--- config.mk ---
export PLATFORM = sky130hd
export DESIGN_NAME = uart_rx
export DESIGN_NICKNAME = d
export VERILOG_FILES = /design/src/rtl/uart_pkg.sv /design/src/rtl/uart_sync2.sv /design/src/rtl/uart_rx.sv
export SDC_FILE = /design/constraint.sdc
export NUM_CORES = 1
export LEC_CHECK = 0
export BUFFER_PORTS_ARGS = -buffer_cell sky130_fd_sc_hd__buf_2
export CORE_MARGIN = 2
export CORE_UTILIZATION = 35
export DETAILED_ROUTE_END_ITERATION = 8
export GPL_TIMING_DRIVEN = 0
export PLACE_DENSITY_LB_ADDON = 0.05
export SLEW_MARGIN = 20
export SYNTH_ARGS = -nofsm -noshare
export SYNTH_HDL_FRONTEND = slang
export SYNTH_SLANG_ARGS = --single-unit
--- constraint.sdc ---
create_clock -name clk -period 3.7 [get_ports clk]
set_input_delay 0.37 -clock clk [delete_from_list [all_inputs] [get_ports clk]]
set_output_delay 0.37 -clock clk [all_outputs]
set_load 0.03 [all_outputs]
--- src/rtl/uart_pkg.sv ---
// Shared UART definitions: one-hot state codes, parity modes and the parity helper.
package uart_pkg;

   localparam int unsigned ST_W = 6;

   localparam logic [ST_W-1:0] ST_IDLE   = 6'b00_0001;
   localparam logic [ST_W-1:0] ST_START  = 6'b00_0010;
   localparam logic [ST_W-1:0] ST_DATA   = 6'b00_0100;
   localparam logic [ST_W-1:0] ST_PARITY = 6'b00_1000;
   localparam logic [ST_W-1:0] ST_STOP   = 6'b01_0000;
   localparam logic [ST_W-1:0] ST_DONE   = 6'b10_0000;

   localparam int unsigned PARITY_NONE = 0;
   localparam int unsigned PARITY_XOR  = 1;
   localparam int unsigned PARITY_XNOR = 2;

   typedef enum logic [ST_W-1:0] {
      S_IDLE   = ST_IDLE,
      S_START  = ST_START,
      S_DATA   = ST_DATA,
      S_PARITY = ST_PARITY,
      S_STOP   = ST_STOP,
      S_DONE   = ST_DONE
   } state_e;

   // Expected parity bit given the XOR-reduction of the data word.
   function automatic logic parity_expected(input logic data_xor, input int unsigned mode);
      return (mode == PARITY_XNOR) ? ~data_xor : data_xor;
   endfunction

endpackage

--- src/rtl/uart_sync2.sv ---
// Two-flop synchroniser for an asynchronous single-bit input, with selectable reset value.
module uart_sync2 #(
   parameter logic RST_VAL = 1'b1
) (
   input  logic clk,
   input  logic rst,
   input  logic d,
   output logic q
);

   logic meta_q;
   logic sync_q;

   always_ff @(posedge clk) begin
      if (rst) begin
         meta_q <= RST_VAL;
         sync_q <= RST_VAL;
      end else begin
         meta_q <= d;
         sync_q <= meta_q;
      end
   end

   assign q = sync_q;

endmodule

--- src/rtl/uart_rx.sv ---
// UART receiver: oversampled start detection, centre sampling of data/parity/stop,
// one-cycle done pulse with parity and framing error flags.
module uart_rx
   import uart_pkg::*;
#(
   parameter int unsigned DATA_WD           = 8,
   parameter int unsigned OVERSAMPLING_RATE = 16,
   parameter int unsigned PARITY            = 0
) (
   input  logic               clk,
   input  logic               rst,
   input  logic               tick,
   input  logic               rx,
   output logic [DATA_WD-1:0] dout,
   output logic               rx_done,
   output logic               rx_busy,
   output logic               parity_err,
   output logic               frame_err
);

   localparam int unsigned TICK_W = $clog2(OVERSAMPLING_RATE);
   localparam int unsigned BIT_W  = (DATA_WD > 1) ? $clog2(DATA_WD) : 1;

   localparam logic [TICK_W-1:0] TICK_MID  = TICK_W'(OVERSAMPLING_RATE / 2 - 1);
   localparam logic [TICK_W-1:0] TICK_LAST = TICK_W'(OVERSAMPLING_RATE - 1);
   localparam logic [BIT_W-1:0]  BIT_LAST  = BIT_W'(DATA_WD - 1);

   logic rx_s;

   state_e              state_q,      state_d;
   logic [TICK_W-1:0]   tick_cnt_q,   tick_cnt_d;
   logic [BIT_W-1:0]    bit_idx_q,    bit_idx_d;
   logic [DATA_WD-1:0]  shift_q,      shift_d;
   logic                armed_q,      armed_d;
   logic                par_bad_q,    par_bad_d;
   logic                frame_bad_q,  frame_bad_d;
   logic [DATA_WD-1:0]  dout_q,       dout_d;
   logic                rx_done_q,    rx_done_d;
   logic                rx_busy_q,    rx_busy_d;
   logic                parity_err_q, parity_err_d;
   logic                frame_err_q,  frame_err_d;

   logic bit_point;
   logic mid_point;

   uart_sync2 #(.RST_VAL(1'b1)) u_sync (
      .clk (clk),
      .rst (rst),
      .d   (rx),
      .q   (rx_s)
   );

   assign bit_point = tick && (tick_cnt_q == TICK_LAST);
   assign mid_point = tick && (tick_cnt_q == TICK_MID);

   // Next-state and output computation; any state change also restarts the tick counter.
   always_comb begin
      state_d      = state_q;
      tick_cnt_d   = tick_cnt_q;
      bit_idx_d    = bit_idx_q;
      shift_d      = shift_q;
      armed_d      = armed_q;
      par_bad_d    = par_bad_q;
      frame_bad_d  = frame_bad_q;
      dout_d       = dout_q;
      rx_done_d    = 1'b0;
      rx_busy_d    = rx_busy_q;
      parity_err_d = parity_err_q;
      frame_err_d  = frame_err_q;

      if (tick) begin
         tick_cnt_d = (tick_cnt_q == TICK_LAST) ? '0 : tick_cnt_q + TICK_W'(1);
      end

      case (state_q)
         S_IDLE: begin
            tick_cnt_d = '0;
            if (rx_s) begin
               armed_d = 1'b1;
            end else if (armed_q) begin
               state_d   = S_START;
               armed_d   = 1'b0;
               rx_busy_d = 1'b1;
               bit_idx_d = '0;
            end
         end

         S_START: begin
            if (mid_point) begin
               tick_cnt_d = '0;
               if (rx_s) begin
                  state_d   = S_IDLE;
                  rx_busy_d = 1'b0;
               end else begin
                  state_d = S_DATA;
               end
            end
         end

         S_DATA: begin
            if (bit_point) begin
               tick_cnt_d         = '0;
               shift_d[bit_idx_q] = rx_s;
               bit_idx_d          = bit_idx_q + BIT_W'(1);
               if (bit_idx_q == BIT_LAST) begin
                  bit_idx_d = '0;
                  state_d   = (PARITY != PARITY_NONE) ? S_PARITY : S_STOP;
               end
            end
         end

         S_PARITY: begin
            if (bit_point) begin
               tick_cnt_d = '0;
               par_bad_d  = (rx_s != parity_expected(^shift_q, PARITY));
               state_d    = S_STOP;
            end
         end

         // Leave at the stop-bit centre so back-to-back frames keep half a bit of margin.
         S_STOP: begin
            if (bit_point) begin
               tick_cnt_d  = '0;
               frame_bad_d = ~rx_s;
               state_d     = S_DONE;
            end
         end

         S_DONE: begin
            tick_cnt_d   = '0;
            dout_d       = shift_q;
            rx_done_d    = 1'b1;
            parity_err_d = (PARITY != PARITY_NONE) ? par_bad_q : 1'b0;
            frame_err_d  = frame_bad_q;
            rx_busy_d    = 1'b0;
            state_d      = S_IDLE;
         end

         default: begin
            state_d    = S_IDLE;
            tick_cnt_d = '0;
            bit_idx_d  = '0;
            armed_d    = 1'b0;
            rx_busy_d  = 1'b0;
         end
      endcase
   end

   always_ff @(posedge clk) begin
      if (rst) begin
         state_q      <= S_IDLE;
         tick_cnt_q   <= '0;
         bit_idx_q    <= '0;
         shift_q      <= '0;
         armed_q      <= 1'b0;
         par_bad_q    <= 1'b0;
         frame_bad_q  <= 1'b0;
         dout_q       <= '0;
         rx_done_q    <= 1'b0;
         rx_busy_q    <= 1'b0;
         parity_err_q <= 1'b0;
         frame_err_q  <= 1'b0;
      end else begin
         state_q      <= state_d;
         tick_cnt_q   <= tick_cnt_d;
         bit_idx_q    <= bit_idx_d;
         shift_q      <= shift_d;
         armed_q      <= armed_d;
         par_bad_q    <= par_bad_d;
         frame_bad_q  <= frame_bad_d;
         dout_q       <= dout_d;
         rx_done_q    <= rx_done_d;
         rx_busy_q    <= rx_busy_d;
         parity_err_q <= parity_err_d;
         frame_err_q  <= frame_err_d;
      end
   end

   assign dout       = dout_q;
   assign rx_done    = rx_done_q;
   assign rx_busy    = rx_busy_q;
   assign parity_err = parity_err_q;
   assign frame_err  = frame_err_q;

endmodule

* Word-level counts from Yosys, hierarchy flattened
Index checks and enable logic that the tools add are counted.
Widths: inputs -> output; s select.
** Operators by class
- Add/subtract/negate cells :: 2
- Magnitude comparators :: 2
- Equal/unequal tests :: 17
- Muxes and demuxes :: 30
- Bitwise gates (word level) :: 3
- Reductions and logical operators :: 11
** Operators with widths (count)
- $mux 6 :: 7
- $pmux 6 s5 :: 1
- $mux 4 :: 4
- $mux 3 :: 5
- $ne 2x2->1 const B :: 7
- $pmux 3 s3 :: 1
- $bwmux 8 :: 1
- $pmux 4 s2 :: 1
- $mux 1 :: 7
- $reduce_and 7->1 :: 1
- $eq 6x1->1 const B :: 1
- $eq 6x2->1 const B :: 1
- $eq 6x3->1 const B :: 1
- $eq 6x4->1 const B :: 1
- $eq 6x5->1 const B :: 1
- $eq 6x6->1 const B :: 1
- $reduce_and 5->1 :: 1
- $reduce_or 5->1 :: 1
- $add 4x1->4 const B :: 1
- $eq 4x3->1 const B :: 1
- $eq 4x4->1 const B :: 1
- $lt 3x4->1 const B :: 1
- $reduce_and 2->1 :: 2
- $reduce_and 4->1 :: 1
- 11 further kinds :: 15
** Word-level totals
- Register bits after elaboration :: 36
- Input port bits :: 4
- Output and inout bits :: 12
- Word-level logic and storage cells :: 77

* Logic depth before layout (Yosys ltp)
Gate-level depths: netlist of run 1.
- Depth in word-level cells :: 5
- Gate-level depth with buffers :: 6
- Depth with buffers taken out :: 5

* Cells and area by module
Synthesis of run 1 repeated with hierarchy kept, for this count alone.
** Unflattened totals
- Cell total of the unflattened synthesis :: 179
- Area, all modules :: 1694.1 um2
** Modules (own cells, without submodules)
- uart_rx :: times used 1, cells each 175, area each 1641.6 um2, sequential area each 660.6 um2
- uart_sync2 :: times used 1, cells each 4, area each 52.6 um2, sequential area each 40.0 um2

* Worst setup path before layout of run 1
No wires, ideal clock.
- Kind :: register -> register
- From :: reg state_q[5]
- To :: reg rx_busy_q, in the netlist rx_busy
- Library setup time :: 0.140 ns
- Arrival time :: 1.528 ns
- Data required time :: 3.560 ns
- Setup slack :: 2.032 ns
- Stages on the path, launching flop included :: 6
- Path buffers :: 1
- Clock period less this slack :: 1.668 ns
- Path through :: dfxtp_1 > buf_6 > or4_4 > or3_4 > a21oi_1 > a211oi_1
** Between the ends
- Longest elaborated chain between the ends :: 4
- Elaborated cells between the ends (all ways) :: 13
- Those cells by class :: eq/ne (9); mux (1); bitwise (1); reduce/logical (2)
** RTL lines
- from (decl) :: line uart_rx.sv:30 : state_e state_q, state_d;
- from (signal assigned) :: line uart_rx.sv:164 : state_q <= state_d;
- $eq 6x5->1 (tied with other cells) :: line uart_rx.sv:75 : case (state_q)
- $reduce_or 3->1 (no line)
- $not 1->1 (no line)
- $reduce_and 5->1 (no line)
- to (signal assigned) :: line uart_rx.sv:173 : rx_busy_q <= rx_busy_d;
- to (decl) :: line uart_rx.sv:39 : logic rx_busy_q, rx_busy_d;
Parallel ways exist; a longest one is shown, timed or not.
A chain may end at the register's enable or synchronous reset.

* Worst setup path after layout of run 1
- From :: reg tick_cnt_q[0]
- To :: reg rx_busy_q, in the netlist rx_busy
** Between the ends
- Longest elaborated chain between the ends :: 4
** RTL lines
- from (decl) :: line uart_rx.sv:31 : logic [TICK_W-1:0] tick_cnt_q, tick_cnt_d;
- from (signal assigned) :: line uart_rx.sv:165 : tick_cnt_q <= tick_cnt_d;
- $eq 4x3->1 :: line uart_rx.sv:54 : assign mid_point = tick && (tick_cnt_q == TICK_MID);
- $logic_and 1x1->1 :: line uart_rx.sv:54
- $ne 2x2->1 (no line)
- $reduce_and 5->1 (no line)
No other way between the ends.

==> results of run 1 <==
-- cells in the mapped netlist, types with 5 or more instances --
cell type                  number
sky130_fd_sc_hd__dfxtp_1       35
sky130_fd_sc_hd__nor2_1        20
sky130_fd_sc_hd__mux2i_1       18
sky130_fd_sc_hd__nand2b_1       9
sky130_fd_sc_hd__clkbuf_1       8
sky130_fd_sc_hd__nor3_1         8
sky130_fd_sc_hd__nand3_1        7
sky130_fd_sc_hd__inv_1          6
sky130_fd_sc_hd__nand2_1        6
sky130_fd_sc_hd__nand3b_1       6
sky130_fd_sc_hd__a21oi_1        5
-- metrics by stage --
step | cells | total power (W)
after floorplan | 185 | 0.0005877
after global placement | 265 | 0.0006287
after global routing | 273 | 0.001035
final | 273 | 0.0009800
after CTS | 273 | 0.0009891
after detailed placement | 265 | 0.0006307
-- worst min-delay path by stage --
stage,startpoint,to,slack [ps],depth (start not counted)
floorplan,u_sync.meta_q,u_sync.q,390,1
global placement,u_sync.meta_q,u_sync.q,400,1
detailed placement,u_sync.meta_q,u_sync.q,420,1
CTS,rx,u_sync.meta_q,250,2
global route,rx,u_sync.meta_q,250,2
finish,rx,u_sync.meta_q,260,2
-- layout make-up --
type | instances | share of cell area
Multi-Input combinational cell | 130 | 0.4635
Clock inverter | 2 | 0.01776
Timing Repair Buffer | 13 | 0.03297
Clock buffer | 6 | 0.04185
Buffer | 14 | 0.03488
Sequential cell | 35 | 0.3551
Tap cell | 67 | 0.04249
Inverter | 6 | 0.01141
-- sequential cells by signal (all words and copies together), names as in the netlist --
signal,cells
armed_q,1
state_q,5
bit_idx_q,3
u_sync.q,1
dout,8
rx_done,1
tick_cnt_q,4
frame_bad_q,1
shift_q,8
u_sync.meta_q,1
frame_err,1
rx_busy,1
-- power groups by stage --
stage	Clock, W	Sequential [W]	Combinational, W
2_1_floorplan	0	0.000416	0.000171
3_3_place_gp	0	0.000413	0.000216
3_5_place_dp	0	0.000414	0.000217
4_1_cts	0.000366	0.000405	0.000218
5_1_grt	0.000386	0.000406	0.000243
6_report	0.000356	0.000405	0.000219
-- kinds of logic after synthesis --
logic type	Yosys count	synth area share
mux	19	0.1122
flops	35	0.4106
compound gates	26	0.1151
other cells	1	0.002197
fa+ha+maj	3	0.02200
buf+inv	20	0.05352
simple gates	77	0.2639
xor+xnor	4	0.02053
-- metal layers --
metal,track usage,up-vias
met4,0.06263,0
met5,0,-
met1,0.2042,655
li1,-,690
met3,0.04664,5
met2,0.2391,25
==> impl_results.md, run 1 <==
- Worst hold slack across all endpoints: 257.6 ps
- Total wirelength of the detailed-routed design: 3.680 mm
- Smallest setup slack after layout: 1687 ps
- Required arrival time at the worst endpoint: 3840 ps
- Most frequent standard cell in the layout excluding fill and tap cells: sky130_fd_sc_hd__dfxtp_1
- Filler cell count in the final layout: 483
- Launching element of the worst setup path: tick_cnt_q[0]
- Synth Flop Type: sky130_fd_sc_hd__dfxtp_1
- Post-cts gate resize count: 0
- Top Family by Delay on Critical Path: compound AO/OA/AOI/OAI gates
- Total number of yosys warnings: 0
- Cell count along the critical path: 6
- Total power per unit cell area: 496.7 nW/µm²
- Min-Delay Path Class: input pin to flop
- Mean post-synth cell area: 9.225 µm²
- WP data arrival: 2160 ps
- Highest metal layer with signal wires: met4
- Count of nets left with antenna violations after detail routing: 0
- Flip-flop and latch area: 700.7 µm²
- Worst slack, placed: 1706 ps
- Share of power burned in combinational logic: 0.223
- Internal power contribution: 0.0006996 W
- Crit path max-delay cell type: sky130_fd_sc_hd__o21ai_0
- Cell type with the highest aggregate area in the netlist: sky130_fd_sc_hd__dfxtp_1
- Insertion delay of the later-clocked pin in the worst-skew pair: 290 ps
- Number of H-tree branching levels: 2
- Clock period minus worst slack: 2013 ps
- Overflow after GRT: 0
- Nets in the synthesized netlist: 192
- Crit path capture type: flop
- Number of I/O pins: 16
- Via count of the first global-routing pass: 1319
- Area added between synthesis and finish: 15.62%
- Routability Congestion: 0.7916
- Die width: 73.83 µm
- Area of the mapped netlist: 1707 µm²
- Hold-fix buffers, CTS: 0
- Final number of max-transition violations: 0
- Ys async rst share: 0
- Largest clock skew in the final design: 4.948 ps
- Endpoint of the lowest-slack register-to-register path: rx_busy
- Switching power: 0.0002804 W
- Portion of the post-synthesis area used by sequential elements: 0.4106
- Max-slew headroom: 0.5943
- Worst flop-to-flop path startpoint: tick_cnt_q[0]
- Antenna Diode Count: 0
- Number of distinct library cell variants in the gate-level netlist after synthesis: 47
- CTS buffer count: 5
- Post-route design area: 1973 µm²
- Starting density of the core: 0.3613
- Run status: finished clean
- CTS tree: yes
- Antenna violations before repair: 0
- CTS root buf: sky130_fd_sc_hd__clkbuf_8
- Number of max-cap violations: 0
- Most frequent cells in the layout: sky130_fd_sc_hd__dfxtp_1 (35), sky130_fd_sc_hd__nor2_1 (20), sky130_fd_sc_hd__mux2i_1 (18), sky130_fd_sc_hd__buf_2 (17), sky130_fd_sc_hd__nand2b_1 (9)
- Area share of the largest cell type after synthesis: 0.4106
- End-of-flow core utilization: 0.4177
- Met3 routed wirelength: 157 µm
- Actual slew at the worst max-slew pin: 602.3 ps
- Type of element launching the critical path: flop
- Placed Area: 1856 µm²
- Hold violation total from the final report: 0
- R2R setup slack: 1690 ps
- Number of remaining DRC errors: 0
- Length in cells of the worst reg-to-reg path: 6
- Setup repair after global routing missed its margin: false
- Sink count of the clock tree: 35
- Routed length per instance: 13.48 µm
- Clock power frac: 0.364
- Deepest clock path buffer count: 2
- Global Route Usage Sum: 0.1560
- Wire length on met2: 1.635 mm
- Number of failing setup endpoints in the final timing report: 0
- Number of search-and-repair iterations in the first detailed-routing pass: 4
- Leakage Power: 0.8462 nW
- Post-DP HPWL: 2.635 mm
- Switching fraction of total power: 0.2861
- Critical path peak fanout: 6
- Critical path endpoint: rx_busy
- Number of placement rows: 25
- Count of buffers inserted at the top-level ports: 13
- Buffers plus inverters on the worst setup path: 1
- Global-route wire length before repair: 6.396 mm
- Mapped Cells: 185
- Post-Route M1 WL: 1.832 mm
- Via density per instance: 5.037
- Critical path class: flop to flop
- Stage delay of the slowest cell on the critical path: 500 ps
- Aggregate negative setup slack: 0 ps
- CTS clk-pin slew, worst paths: 70 ps
- Net count of the finished layout: 212
- Series of cell instances along the critical path: ha_1, and4_1, clkbuf_1, nor3_1, o21ai_0, a211oi_1
- Setup bufs post-CTS: 0
- Vertical extent of the die: 73.83 µm
- Number of flops mapped to enable cells by yosys: 0
- CORE AREA: 4723 µm²
- Synth area leaders: sky130_fd_sc_hd__dfxtp_1 (41%), sky130_fd_sc_hd__mux2i_1 (11%), sky130_fd_sc_hd__nor2_1 (4.4%)
- Area of the multi-input gates: 914.6 µm²
- DR vias: 1375
- Flop pwr share: 0.413
- Flop and latch count out of synthesis: 35
- Drt first-iter violations: 104
- Max Clk Rate: 496.7 MHz
- IR drop worst, VDD: 0.2189 mV
- Die Outline Area: 5451 µm²
- Final worst-path cycle share: 0.5442
- Layout cells sized above 1: 0.1845
- Largest net degree at the start of global routing: 12
No activity file was read; power rests on OpenSTA's default activity.
==> run 2, diff against run 1 <==
- ABC_AREA: default -> 1
- clock period: 3.7 -> 1.8 ns (I/O delays scaled with it)
==> impl_results.md, run 2 <==
- Crit path capture type: flop
- Total power per unit cell area: 1399 nW/µm²
- Via density per instance: 4.503
- Setup repair after global routing missed its margin: false
- Final number of max-transition violations: 0
- Number of I/O pins: 16
- Ys async rst share: 0
- Number of flops mapped to enable cells by yosys: 0
- Global-route wire length before repair: 6.403 mm
- Antenna violations before repair: 0
- Most frequent standard cell in the layout excluding fill and tap cells: sky130_fd_sc_hd__nand2_1
- Filler cell count in the final layout: 510
- Area share of the largest cell type after synthesis: 0.4106
- Run status: finished clean
- Number of placed instances, taps included: 318
- Mapped Cells: 238
- Total number of yosys warnings: 0
- Sink count of the clock tree: 35
- Layout cells sized above 1: 0.1776
- Post-synth top cells: sky130_fd_sc_hd__nand2_1 (44), sky130_fd_sc_hd__nor2_1 (41), sky130_fd_sc_hd__dfxtp_1 (35)
- Largest clock skew in the final design: 5.578 ps
- Die width: 73.83 µm
- Clock period minus worst slack: 1568 ps
- Via count of the first global-routing pass: 1360
- Overflow after GRT: 0
- DR vias: 1468
- Global Route Usage Sum: 0.1559
- Routed length per instance: 11.43 µm
- Final worst-path cycle share: 0.8709
- Mean post-synth cell area: 7.171 µm²
- Number of placement rows: 25
- Leakage Power: 0.8937 nW
- Number of max-cap violations: 0
- Post-route design area: 1941 µm²
- Aggregate negative setup slack: 0 ps
- Hold-fix buffers, CTS: 0
- Max Clk Rate: 637.9 MHz
- Most frequent cells in the layout: sky130_fd_sc_hd__nand2_1 (44), sky130_fd_sc_hd__nor2_1 (41), sky130_fd_sc_hd__dfxtp_1 (35), sky130_fd_sc_hd__inv_1 (23), sky130_fd_sc_hd__a21oi_1 (17)
- Count of nets left with antenna violations after detail routing: 0
- Post-DP HPWL: 2.721 mm
- Deepest clock path buffer count: 2
- Insertion delay of the later-clocked pin in the worst-skew pair: 290 ps
- CTS root buf: sky130_fd_sc_hd__clkbuf_8
- Count of buffers inserted at the top-level ports: 13
- CTS tree: yes
- Number of search-and-repair iterations in the first detailed-routing pass: 4
- Number of failing setup endpoints in the final timing report: 0
- Area added between synthesis and finish: 13.71%
- Synth Flop Type: sky130_fd_sc_hd__dfxtp_1
- Placed Area: 1856 µm²
- Setup bufs post-CTS: 0
- Critical path class: flop to flop
- Portion of the post-synthesis area used by sequential elements: 0.4106
- Non-filler instance count after layout: 326
- Total wirelength of the detailed-routed design: 3.727 mm
- Vertical extent of the die: 73.83 µm
- Routability Congestion: 0.7841
- CTS clk-pin slew, worst paths: 70 ps
- Type of element launching the critical path: flop
- Required arrival time at the worst endpoint: 1990 ps
- CORE AREA: 4723 µm²
- Number of H-tree branching levels: 2
- IR drop worst, VDD: 0.5384 mV
- Number of remaining DRC errors: 0
- Number of distinct library cell variants in the gate-level netlist after synthesis: 31
- Drt first-iter violations: 55
- Area of the mapped netlist: 1707 µm²
- Post-cts gate resize count: 0
- WP data arrival: 1750 ps
- Antenna Diode Count: 0
- CTS buffer count: 5
- Die Outline Area: 5451 µm²
- Net count of the finished layout: 265
- Largest net degree at the start of global routing: 12
- Critical path peak fanout: 5
- Nets in the synthesized netlist: 245
- Flop and latch count out of synthesis: 35
- Synth area leaders: sky130_fd_sc_hd__dfxtp_1 (41%), sky130_fd_sc_hd__nand2_1 (9.7%), sky130_fd_sc_hd__nor2_1 (9.0%)
- Cell type with the highest aggregate area in the netlist: sky130_fd_sc_hd__dfxtp_1
- Starting density of the core: 0.3613
- Min-Delay Path Class: input pin to flop
- Hold violation total from the final report: 0
- Cell with the most instances after synthesis: sky130_fd_sc_hd__nand2_1
==> run 2: cell count changes after synthesis, moves of 6 or more <==
cell and delta:
sky130_fd_sc_hd__nand2_1 +38, sky130_fd_sc_hd__nor2_1 +21, sky130_fd_sc_hd__inv_1 +17, sky130_fd_sc_hd__mux2i_1 -17, sky130_fd_sc_hd__a21oi_1 +12, sky130_fd_sc_hd__nand2b_1 -9, sky130_fd_sc_hd__nand3_1 +7, sky130_fd_sc_hd__nand3b_1 -6
sky130_fd_sc_hd__nand4_1 +6
==> run 2: worst paths after layout <==
kind / start / slack [ps] / to / depth (start not counted)
min: rx / 70 / u_sync.meta_q / 2
max reg2reg: state_q[2] / 230 / rx_busy / 7
max: state_q[2] / 230 / rx_busy / 7
min reg2reg: u_sync.meta_q / 430 / u_sync.q / 1
==> run 2: cell families after synthesis <==
family	after synthesis	synth area share
flip-flops	35	0.4106
AND/OR/NAND/NOR	133	0.3812
other	1	0.002197
AO/OA/AOI/OAI	32	0.09971
adder cells (fa/ha/maj)	3	0.02200
multiplexers	1	0.005865
buffers and inverters	33	0.07843
==> run 2: per-layer routing <==
layer	global-route usage	part of all wire
met4	0.06869	0.019
met1	0.2197	0.56
met3	0.04252	0.036
met2	0.2202	0.39
met5	0	0
==> run 2: layout make-up <==
| class | instances | area, µm² | share of cell area |
|---|---|---|---|
| well taps | 67 | 83.83 | 0.04320 |
| flip-flops and latches | 35 | 700.7 | 0.3611 |
| multi-input cells | 170 | 872.1 | 0.4494 |
| clock inverters | 2 | 12.51 | 0.006447 |
| inverters | 27 | 102.6 | 0.05287 |
| repair buffers | 13 | 65.06 | 0.03353 |
| plain buffers | 6 | 31.28 | 0.01612 |
| clock buffers | 6 | 72.57 | 0.03740 |
==> run 2: critical path, stage by stage (launching register included) <==
cell and delay (ps):
sky130_fd_sc_hd__dfxtp_1 420, sky130_fd_sc_hd__nor2_1 100, sky130_fd_sc_hd__o21ai_0 390, sky130_fd_sc_hd__nand2_1 90
sky130_fd_sc_hd__nor2_1 210, sky130_fd_sc_hd__nand3_1 140, sky130_fd_sc_hd__nand2_1 80, sky130_fd_sc_hd__nor2_1 40
==> run 2: per-stage QoR <==
step | setup WS, ps | total power, W | hold slack, ps | utilization
6_report | 232.5 | 0.002715 | 68.48 | 0.4109
5_1_grt | 33.40 | 0.003002 | 58.99 | 0.4109
4_1_cts | 220.5 | 0.002756 | 60.68 | 0.4109
3_5_place_dp | 235.3 | 0.002171 | 367.6 | 0.3928
3_3_place_gp | 240.4 | 0.002171 | 369.3 | 0.3928
2_1_floorplan | 449.5 | 0.001933 | 283.8 | -
==> run 2: report_power, final <==
group          total, W  internal (W)  switching [W]
sequential      0.00100      0.000875       0.000125
combinational   0.00115      0.000373       0.000775
clock          0.000567      0.000270       0.000296
total           0.00271       0.00152        0.00120
